$ cat config.mk
export PLATFORM = sky130hd
export DESIGN_NAME = cache_way_ctrl_flat
export DESIGN_NICKNAME = d
export VERILOG_FILES = /design/src/rtl/cache_way_ctrl_pkg.sv /design/src/rtl/cache_way_ctrl_if.sv /design/src/rtl/cache_line_adapter.sv /design/src/rtl/cache_way_ctrl.sv /design/src/flat_wrapper.sv
export SDC_FILE = /design/constraint.sdc
export NUM_CORES = 1
export LEC_CHECK = 0
export ABC_AREA = 0
export CAP_MARGIN = 20
export CORE_AREA = 3 3 486 488
export CTS_CLUSTER_SIZE = 16
export DETAILED_ROUTE_END_ITERATION = 7
export DIE_AREA = 0 0 489 491
export PLACE_DENSITY = 0.3
export SYNTH_ARGS = -nofsm -noshare
export SYNTH_HDL_FRONTEND = slang
export SYNTH_HIERARCHICAL = 1
export SYNTH_SLANG_ARGS = --single-unit
$ cat constraint.sdc
create_clock -name clk -period 2.6 [get_ports clk]
set_input_delay 0.52 -clock clk [delete_from_list [all_inputs] [get_ports clk]]
set_output_delay 0.52 -clock clk [all_outputs]
set_load 0.005 [all_outputs]
$ cat src/rtl/cache_way_ctrl_pkg.sv
// cache_ctrl_pkg: shared widths, controller states and address field helpers
package cache_ctrl_pkg;
  localparam int s_offset = 5;
  localparam int s_index = 3;
  localparam int s_tag = 32 - s_offset - s_index;
  localparam int s_mask = 2**s_offset;
  localparam int s_line = 8*s_mask;
  typedef enum logic [2:0] {IDLE, READ_ARR, COMPARE, WRITEBACK, ALLOCATE} state_t;
  function automatic logic [s_tag-1:0] addr_tag(input logic [31:0] a);
    return a[31 -: s_tag];
  endfunction
  function automatic logic [s_index-1:0] addr_idx(input logic [31:0] a);
    return a[s_offset +: s_index];
  endfunction
  function automatic logic [s_offset-3:0] addr_word(input logic [31:0] a);
    return a[s_offset-1:2];
  endfunction
  function automatic logic [31:0] line_addr(input logic [s_tag-1:0] t, input logic [s_index-1:0] i);
    return {t, i, {s_offset{1'b0}}};
  endfunction
endpackage

$ cat src/rtl/cache_way_ctrl_if.sv
// cache_way_ctrl_if: CPU word request bus
// master drives address/read/write/byte_enable/wdata; slave returns rdata and the resp pulse
interface cache_way_ctrl_if;
  logic [31:0] mem_address;
  logic mem_read;
  logic mem_write;
  logic [3:0] mem_byte_enable;
  logic [31:0] mem_wdata;
  logic [31:0] mem_rdata;
  logic mem_resp;
  modport master(output mem_address, mem_read, mem_write, mem_byte_enable, mem_wdata, input mem_rdata, mem_resp);
  modport slave(input mem_address, mem_read, mem_write, mem_byte_enable, mem_wdata, output mem_rdata, mem_resp);
endinterface

$ cat src/rtl/cache_line_adapter.sv
// cache_line_adapter: word select, byte mask build and write-word replication
// in: line, word, byte_enable, wdata; out: rdata (selected word), mask (way byte mask), wline (replicated word)
module cache_line_adapter import cache_ctrl_pkg::*; (
  input logic [s_line-1:0] line,
  input logic [s_offset-3:0] word,
  input logic [3:0] byte_enable,
  input logic [31:0] wdata,
  output logic [31:0] rdata,
  output logic [s_mask-1:0] mask,
  output logic [s_line-1:0] wline
);
  assign rdata = line[32*word +: 32];
  assign mask = s_mask'(byte_enable) << (4*word);
  assign wline = {(s_line/32){wdata}};
endmodule

$ cat src/rtl/cache_way_ctrl.sv
// cache_way_ctrl: direct-mapped write-back cache controller around one way block
// ports: clk, rst (async active-low), cpu (word request bus), pmem_* (line memory port),
// ld_*/valid_in/dirty_in/tag_in/idx/write_en/data_in to the way, valid_out/dirty_out/tag_out/data_out from it
module cache_way_ctrl import cache_ctrl_pkg::*; (
  input logic clk,
  input logic rst,
  cache_way_ctrl_if.slave cpu,
  output logic [31:0] pmem_address,
  output logic pmem_read,
  output logic pmem_write,
  output logic [s_line-1:0] pmem_wdata,
  input logic [s_line-1:0] pmem_rdata,
  input logic pmem_resp,
  output logic ld_valid,
  output logic valid_in,
  output logic ld_dirty,
  output logic dirty_in,
  output logic ld_tag,
  output logic [s_tag-1:0] tag_in,
  output logic [s_index-1:0] idx,
  output logic [s_mask-1:0] write_en,
  output logic [s_line-1:0] data_in,
  input logic valid_out,
  input logic dirty_out,
  input logic [s_tag-1:0] tag_out,
  input logic [s_line-1:0] data_out
);
  state_t state, state_n;
  logic [s_tag-1:0] tag;
  logic [s_index-1:0] set;
  logic [31:0] rd_word;
  logic [s_mask-1:0] wr_mask;
  logic [s_line-1:0] wr_line;
  logic hit;
  assign tag = addr_tag(cpu.mem_address);
  assign set = addr_idx(cpu.mem_address);
  // idx is the only output not derived from state, so gate it to keep reset outputs all-zero
  assign idx = rst ? set : '0;
  assign hit = valid_out && tag_out == tag;
  cache_line_adapter u_adapter (
    .line(data_out),
    .word(addr_word(cpu.mem_address)),
    .byte_enable(cpu.mem_byte_enable),
    .wdata(cpu.mem_wdata),
    .rdata(rd_word),
    .mask(wr_mask),
    .wline(wr_line)
  );
  always_ff @(posedge clk or negedge rst)
    if (!rst) state <= IDLE;
    else state <= state_n;
  always_comb begin
    state_n = state;
    cpu.mem_rdata = '0;
    cpu.mem_resp = 1'b0;
    pmem_address = '0;
    pmem_read = 1'b0;
    pmem_write = 1'b0;
    pmem_wdata = '0;
    ld_valid = 1'b0;
    valid_in = 1'b0;
    ld_dirty = 1'b0;
    dirty_in = 1'b0;
    ld_tag = 1'b0;
    tag_in = '0;
    write_en = '0;
    data_in = '0;
    case (state)
      IDLE: state_n = (cpu.mem_read || cpu.mem_write) ? READ_ARR : IDLE;
      READ_ARR: state_n = COMPARE;
      COMPARE: begin
        state_n = hit ? IDLE : (valid_out && dirty_out) ? WRITEBACK : ALLOCATE;
        cpu.mem_resp = hit;
        // write wins when read and write are both raised
        if (hit && cpu.mem_write) begin
          write_en = wr_mask;
          data_in = wr_line;
          ld_dirty = 1'b1;
          dirty_in = 1'b1;
        end else if (hit) cpu.mem_rdata = rd_word;
      end
      WRITEBACK: begin
        pmem_write = 1'b1;
        pmem_address = line_addr(tag_out, set);
        pmem_wdata = data_out;
        state_n = pmem_resp ? ALLOCATE : WRITEBACK;
      end
      ALLOCATE: begin
        pmem_read = 1'b1;
        pmem_address = line_addr(tag, set);
        if (pmem_resp) begin
          write_en = '1;
          data_in = pmem_rdata;
          ld_tag = 1'b1;
          tag_in = tag;
          ld_valid = 1'b1;
          valid_in = 1'b1;
          ld_dirty = 1'b1;
          state_n = READ_ARR;
        end
      end
      default: state_n = IDLE;
    endcase
  end
endmodule

$ cat src/flat_wrapper.sv
// flat-port wrapper written by rule: the top's interface ports become plain ports
module cache_way_ctrl_flat import cache_ctrl_pkg::*;
  (clk, rst, pmem_address, pmem_read, pmem_write, pmem_wdata, pmem_rdata, pmem_resp, ld_valid, valid_in, ld_dirty, dirty_in, ld_tag, tag_in, idx, write_en, data_in, valid_out, dirty_out, tag_out, data_out, cpu_mem_address, cpu_mem_read, cpu_mem_write, cpu_mem_byte_enable, cpu_mem_wdata, cpu_mem_rdata, cpu_mem_resp);
  cache_way_ctrl_if cpu_i ();
  input logic clk;
  input logic rst;
  output logic [31:0] pmem_address;
  output logic pmem_read;
  output logic pmem_write;
  output logic [s_line-1:0] pmem_wdata;
  input logic [s_line-1:0] pmem_rdata;
  input logic pmem_resp;
  output logic ld_valid;
  output logic valid_in;
  output logic ld_dirty;
  output logic dirty_in;
  output logic ld_tag;
  output logic [s_tag-1:0] tag_in;
  output logic [s_index-1:0] idx;
  output logic [s_mask-1:0] write_en;
  output logic [s_line-1:0] data_in;
  input logic valid_out;
  input logic dirty_out;
  input logic [s_tag-1:0] tag_out;
  input logic [s_line-1:0] data_out;
  input wire logic [$bits(cpu_i.mem_address)-1:0] cpu_mem_address;
  input wire logic [$bits(cpu_i.mem_read)-1:0] cpu_mem_read;
  input wire logic [$bits(cpu_i.mem_write)-1:0] cpu_mem_write;
  input wire logic [$bits(cpu_i.mem_byte_enable)-1:0] cpu_mem_byte_enable;
  input wire logic [$bits(cpu_i.mem_wdata)-1:0] cpu_mem_wdata;
  output wire logic [$bits(cpu_i.mem_rdata)-1:0] cpu_mem_rdata;
  output wire logic [$bits(cpu_i.mem_resp)-1:0] cpu_mem_resp;
  assign cpu_i.mem_address = cpu_mem_address;
  assign cpu_i.mem_read = cpu_mem_read;
  assign cpu_i.mem_write = cpu_mem_write;
  assign cpu_i.mem_byte_enable = cpu_mem_byte_enable;
  assign cpu_i.mem_wdata = cpu_mem_wdata;
  assign cpu_mem_rdata = cpu_i.mem_rdata;
  assign cpu_mem_resp = cpu_i.mem_resp;
  cache_way_ctrl u_core (.clk(clk), .rst(rst), .cpu(cpu_i), .pmem_address(pmem_address), .pmem_read(pmem_read), .pmem_write(pmem_write), .pmem_wdata(pmem_wdata), .pmem_rdata(pmem_rdata), .pmem_resp(pmem_resp), .ld_valid(ld_valid), .valid_in(valid_in), .ld_dirty(ld_dirty), .dirty_in(dirty_in), .ld_tag(ld_tag), .tag_in(tag_in), .idx(idx), .write_en(write_en), .data_in(data_in), .valid_out(valid_out), .dirty_out(dirty_out), .tag_out(tag_out), .data_out(data_out));
endmodule
# After elaboration in Yosys (flattened, before gate mapping)
# Index checks and enable logic that the tools add are counted.
totals:
  word_cells: 42
  input_bits: 611
  ff_bits: 3
  output_inout_bits: 643
op_classes:
  n_reduce_logical: 5
  n_eq_ne: 6
  muxes: 28
  shift: 2
ops:
  columns: ["operator", "count"]
  rows:
  - ["256-bit two-way mux", 3]
  - ["256-bit case mux with 2 select lines", 1]
  - ["256-bit by 9-bit indexed part select with 32-bit output", 1]
  - ["32-bit two-way mux", 5]
  - ["32-bit case mux with 2 select lines", 2]
  - ["24-bit two-way mux", 2]
  - ["4-bit by 5-bit << shifter with 32-bit output", 1]
  - ["24-bit equality test", 1]
  - ["3-bit two-way mux", 5]
  - ["3-bit case mux with 5 select lines", 1]
  - ["1-bit two-way mux", 8]
  - ["3-bit by 2-bit equality test with 1-bit output (second input constant)", 2]
  - ["3-bit by 1-bit equality test with 1-bit output (second input constant)", 1]
  - ["3-bit equality test (second input constant)", 1]
  - ["1-bit logical AND", 3]
  - ["3-bit logical NOT", 1]
  - ["2-bit != test (second input constant)", 1]
  - ["1-bit case mux with 2 select lines", 1]
  - ["1-bit logical OR", 1]

# Longest topological paths before layout
depth:
  depth_word: 5
  depth_mapped: 9
  ltp_nobuf: 6

# Modules after synthesis
# The synthesis kept the hierarchy.
by_module_without_submodules:
  columns: ["module", "n_inst", "seq_area_each_um2", "cells_per_inst", "area_per_inst_um2"]
  rows:
  - ["cache_way_ctrl", 1, 75.1, 1399, 7194.4]
  - ["cache_line_adapter", 1, 0.0, 419, 4229.1]

# Worst setup path after synthesis
# OpenSTA, ideal clock, no wires.
synth_timing:
  kind: "input to output"
  from: "input cpu_mem_address[15]"
  to: "output write_en[3]"
  cell_stages: 7
  path_slack_ns: 0.221
  path_buffers: 2
  required_ns: 2.080
  arrival_ns: 1.859
  cell_sequence: "xnor2_1 -> nand4_1 -> nor4_2 -> nand3_2 -> buf_6 -> buf_2 -> o21ai_0"
synth_via:
  elab_chain_len: 5
synth_rtl:
  columns: ["element", "line_no", "text"]
  rows:
  - ["start, declared", "flat_wrapper.sv:26", "input wire logic [$bits(cpu_i.mem_address)-1:0] cpu_mem_address;"]
  - ["24-bit equality test", "cache_way_ctrl.sv:39", "assign hit = valid_out && tag_out == tag;"]
  - ["1-bit logical AND", "cache_way_ctrl.sv:39", null]
  - ["1-bit logical AND", "cache_way_ctrl.sv:75", "if (hit && cpu.mem_write) begin"]
  - ["32-bit two-way mux", "cache_way_ctrl.sv:75", null]
  - ["32-bit case mux with 2 select lines", "cache_way_ctrl.sv:68", "case (state)"]
  - ["end, declared", "flat_wrapper.sv:20", "output logic [s_mask-1:0] write_en;"]
# Every way passes these cells.

# Worst setup path after layout
layout_timing:
  from: "input tag_out[9]"
  to: "output data_in[53]"
layout_via:
  elab_chain_len: 5
layout_rtl:
  columns: ["element", "line_no", "text"]
  rows:
  - ["start, declared", "flat_wrapper.sv:24", "input logic [s_tag-1:0] tag_out;"]
  - ["24-bit equality test", "cache_way_ctrl.sv:39", null]
  - ["1-bit logical AND", "cache_way_ctrl.sv:39", null]
  - ["1-bit logical AND", "cache_way_ctrl.sv:75", null]
  - ["256-bit two-way mux", "cache_way_ctrl.sv:75", null]
  - ["256-bit case mux with 2 select lines", "cache_way_ctrl.sv:68", null]
  - ["end, declared", "flat_wrapper.sv:21", "output logic [s_line-1:0] data_in;"]
# Every way passes these cells.

==> metrics list <==
- Along the worst path, the maximum fanout reaches 10.
- The synthesized netlist occupies a cell area of 11,400 sq um.
* Headroom to the max-slew limit: 0.490
- Reg2reg end: u_core/state[2]$_DFFE_PN0P_
* Number of cells on the worst reg-to-reg path: 6
* Endpoint arrival time on the critical path: 2.85 ns
* Initial core utilization: 0.0492
- Detailed router's first-iteration violation count: 983
- Setup-violating endpoint count in the final report: 502
- For this run, global-route usage on met3 was measured as 0.0847.
* H-Tree Depth: 1
- Clock root buffer: sky130_fd_sc_hd__clkbuf_16
- Synth-to-layout area growth: 185%
- For this run, global-route usage on met1 was measured as 0.179.
- Clock-pin slew reported for the worst setup and hold paths after clock tree synthesis: 0.03 ns
- Area of the die: 240,000 sq um
* Initial antenna violation count: 141
* DRC violation count after routing: 0
- For the pin with the worst max-slew slack, the measured transition is 0.765 ns.
- Warnings, synthesis: 6
- Setup TNS after final layout: -206.59 ns
- The register with the most flip-flops in the layout has 3 of them.
- The largest registers in the layout are u_core/state x3.
* Total global routing overflow: 0
- Post-Layout Inst Area: 32,600 sq um
* Latest clock arrival within the worst-skew pair: 0.23 ns
* Crit path time final: 3.37 ns
* Violated checks: negative setup slack
* Hold violation count in the final report: 0
* Routed via count divided by cell count: 3.10
* Aggregate global-route resource usage: 0.158
- Detailed placement HPWL: 179,000 um
- Timing-limited maximum frequency: 297 MHz
- TritonCTS built the clock tree.
- The flow ran to the end, but the final reports show violations.
- Routed wirelength normalized by instance count: 32.0 um
* I/O pin cnt: 1,254
- Counting every sink on the clock net gives 3.
- For flop-to-flop paths, the worst setup slack is 0.94 ns.
- The path class of the tightest hold or removal check is register to register.
* Setup WS post-layout: -0.768 ns
- For met2 alone, demand over resource in global routing was 0.261.
- Cells after synthesis: 1,818
- Num rows: 177
* Core Region: 232,000 sq um
- The synthesized design contains 3 register bits.
- CP required: 2.08 ns
- In this run the vertical extent of the chip is 491 um.
- Share of synthesized flip-flops with an asynchronous set or reset: 1.00
- Number of synthesized flops with an enable pin: 0
* Critical Path Sink Type: output pin
- Number of global-route vias before repair: 19,633
* Worst Clk Skew: 0.00348 ns
- Launch point of the critical path: tag_out[9]
- Worst vdd rail ir drop: 0.000297 V
- The share of the Yosys chip area taken by registers is 0.00657.
- The critical path is of the primary input to output pin type.
- RSZ-0062 raised after global routing: true
* Reg-to-reg critical path startpoint: u_core/state[1]$_DFFE_PN0P_
* Maxcap violations: 0
- The first detailed-routing pass ran for 8 iterations.
- More flip-flops sit in one register than any other, and that register is u_core/state.
- In this run the worst setup path terminates at data_in[53].
- Proportion of layout cells with a drive suffix above 1: 0.426
- Max Buffers Root-to-Sink: 2
* Global-route wire length before repair: 243,000 um
* GPL Wtd Cong: 0.894
- CTS buffer count: 3
* Power per cell area: 303 nW/um^2
- Final Cycle Share: 1.30
- During placement, the flow inserted port buffers numbering 1,246.
- For this design the static power due to leakage is 13.4 nW.
* Detailed Route WL: 203,000 um
- Die X: 489 um
- GRT Max-Usage Layer: met2
* Standard cell area after detailed placement: 30,100 sq um
* Number of different library cells in the post-synthesis netlist: 39
- Via total after detailed routing: 19,688
* Avg Inst Size Synth: 6.28 sq um
* Number of nets with antenna violations after routing: 0
* Most used flip-flop cell after synthesis: sky130_fd_sc_hd__dfrtp_1
- Maximum number of pins on one net before global-route repair: 63
- CP startpoint kind: primary input
* Number of filler instances in the final layout: 26,831
- Final number of max-transition violations: 0
- For this run, the post-layout net count is 3,886.
==> where the power goes <==
part           switching (mW)  internal [mW]  total (mW)
Combinational            4.69           4.83        9.52
Clock                  0.0486          0.203       0.252
Sequential             0.0127         0.0679      0.0806
==> cell usage after synthesis (3+ instances only) <==
master / instances / area, sq um
sky130_fd_sc_hd__and3_1: 24 / 150
sky130_fd_sc_hd__xnor2_1: 24 / 210
sky130_fd_sc_hd__buf_6: 21 / 236
sky130_fd_sc_hd__nor2_1: 37 / 139
sky130_fd_sc_hd__dfrtp_1: 3 / 75.1
sky130_fd_sc_hd__clkbuf_1: 100 / 375
sky130_fd_sc_hd__nand4_1: 8 / 50.1
sky130_fd_sc_hd__mux4_1: 44 / 1160
sky130_fd_sc_hd__o21ai_1: 213 / 1070
sky130_fd_sc_hd__nor2b_1: 3 / 18.8
sky130_fd_sc_hd__mux2_2: 32 / 360
sky130_fd_sc_hd__mux4_2: 20 / 450
sky130_fd_sc_hd__and2_1: 260 / 1630
sky130_fd_sc_hd__nor3b_2: 32 / 400
sky130_fd_sc_hd__inv_1: 3 / 11.3
sky130_fd_sc_hd__buf_4: 267 / 2000
sky130_fd_sc_hd__a22o_1: 24 / 210
sky130_fd_sc_hd__nand2_1: 558 / 2090
sky130_fd_sc_hd__buf_2: 39 / 195
sky130_fd_sc_hd__o21ai_0: 77 / 385
sky130_fd_sc_hd__a211oi_1: 3 / 22.5
sky130_fd_sc_hd__nand2b_1: 6 / 37.5
==> worst min-delay path by stage <==
stage | start | to | slack, ns | depth (start not counted)
2_1_floorplan | rst | u_core/state[0]$_DFFE_PN0P_ | 0.22 | 0
3_3_place_gp | u_core/state[2]$_DFFE_PN0P_ | u_core/state[1]$_DFFE_PN0P_ | 0.58 | 2
3_5_place_dp | u_core/state[2]$_DFFE_PN0P_ | u_core/state[1]$_DFFE_PN0P_ | 0.56 | 2
4_1_cts | u_core/state[2]$_DFFE_PN0P_ | u_core/state[1]$_DFFE_PN0P_ | 0.57 | 2
5_1_grt | u_core/state[2]$_DFFE_PN0P_ | u_core/state[1]$_DFFE_PN0P_ | 0.58 | 2
6_report | u_core/state[2]$_DFFE_PN0P_ | u_core/state[1]$_DFFE_PN0P_ | 0.57 | 2
==> metal layers <==
metal | share of wire | wire [um]
met5 | 0.0030 | 614
met4 | 0.023 | 4640
met3 | 0.13 | 25500
met2 | 0.46 | 93700
met1 | 0.39 | 78700
==> critical path, stage by stage <==
cell	delay, ns
sky130_fd_sc_hd__buf_4	0.14
sky130_fd_sc_hd__xnor2_4	0.20
sky130_fd_sc_hd__nand4_1	0.17
sky130_fd_sc_hd__nor4_2	0.30
sky130_fd_sc_hd__buf_4	0.18
sky130_fd_sc_hd__nand3_4	0.09
sky130_fd_sc_hd__buf_12	0.17
sky130_fd_sc_hd__buf_16	0.16
sky130_fd_sc_hd__buf_4	0.20
sky130_fd_sc_hd__buf_8	0.11
sky130_fd_sc_hd__buf_4	0.12
sky130_fd_sc_hd__o21ai_1	0.13
sky130_fd_sc_hd__dlygate4sd2_1	0.26
==> area by class of cell <==
class                           count  area (sq um)  share of cell area
Inverter                            4          27.5            0.000845
Timing Repair Buffer             1876         18900               0.580
Antenna cell                       26          65.1             0.00200
Sequential cell                     3          75.1             0.00230
Tap cell                         3043          3810               0.117
Multi-Input combinational cell   1387          9620               0.295
Clock buffer                        4          78.8             0.00242
==> per-stage QoR <==
step | worst slack [ns] | power, mW | hold WS (ns) | utilization | std cells
after floorplan | 0.221 | 2.56 | 0.224 | - | 1822
after global placement | -1.54 | 9.90 | 0.579 | 0.129 | 6119
after detailed placement | -1.53 | 9.83 | 0.563 | 0.129 | 6119
after CTS | -0.851 | 10.2 | 0.567 | 0.136 | 6226
after global routing | -0.830 | 10.5 | 0.579 | 0.140 | 6329
final | -0.768 | 9.86 | 0.571 | 0.140 | 6343
==> what timing repair did <==
item                       CTS  global route
pin swaps                   36            75
cloned                      16            10
buffers inserted            89            85
resized for setup          817           735
hold buffers                 0             0
setup endpoints to repair  510           539
==> layout by cell type (no fill, tap or decap), types with 44 or more instances in the layout <==
cell type	count
sky130_fd_sc_hd__clkdlybuf4s50_1	730
sky130_fd_sc_hd__buf_12	199
sky130_fd_sc_hd__mux4_1	44
sky130_fd_sc_hd__o21ai_2	124
sky130_fd_sc_hd__buf_6	57
sky130_fd_sc_hd__buf_4	531
sky130_fd_sc_hd__and2_1	259
sky130_fd_sc_hd__nand2_1	556
sky130_fd_sc_hd__o21ai_1	126
sky130_fd_sc_hd__clkbuf_2	50
sky130_fd_sc_hd__buf_2	199
==> kinds of logic after synthesis <==
| group | synth area share |
|---|---|
| buf+inv | 0.249 |
| simple gates | 0.403 |
| flops | 0.00657 |
| compound gates | 0.151 |
| xor+xnor | 0.0184 |
| other cells | 0.000328 |
| mux | 0.172 |
(Power assumes the default switching activity.)
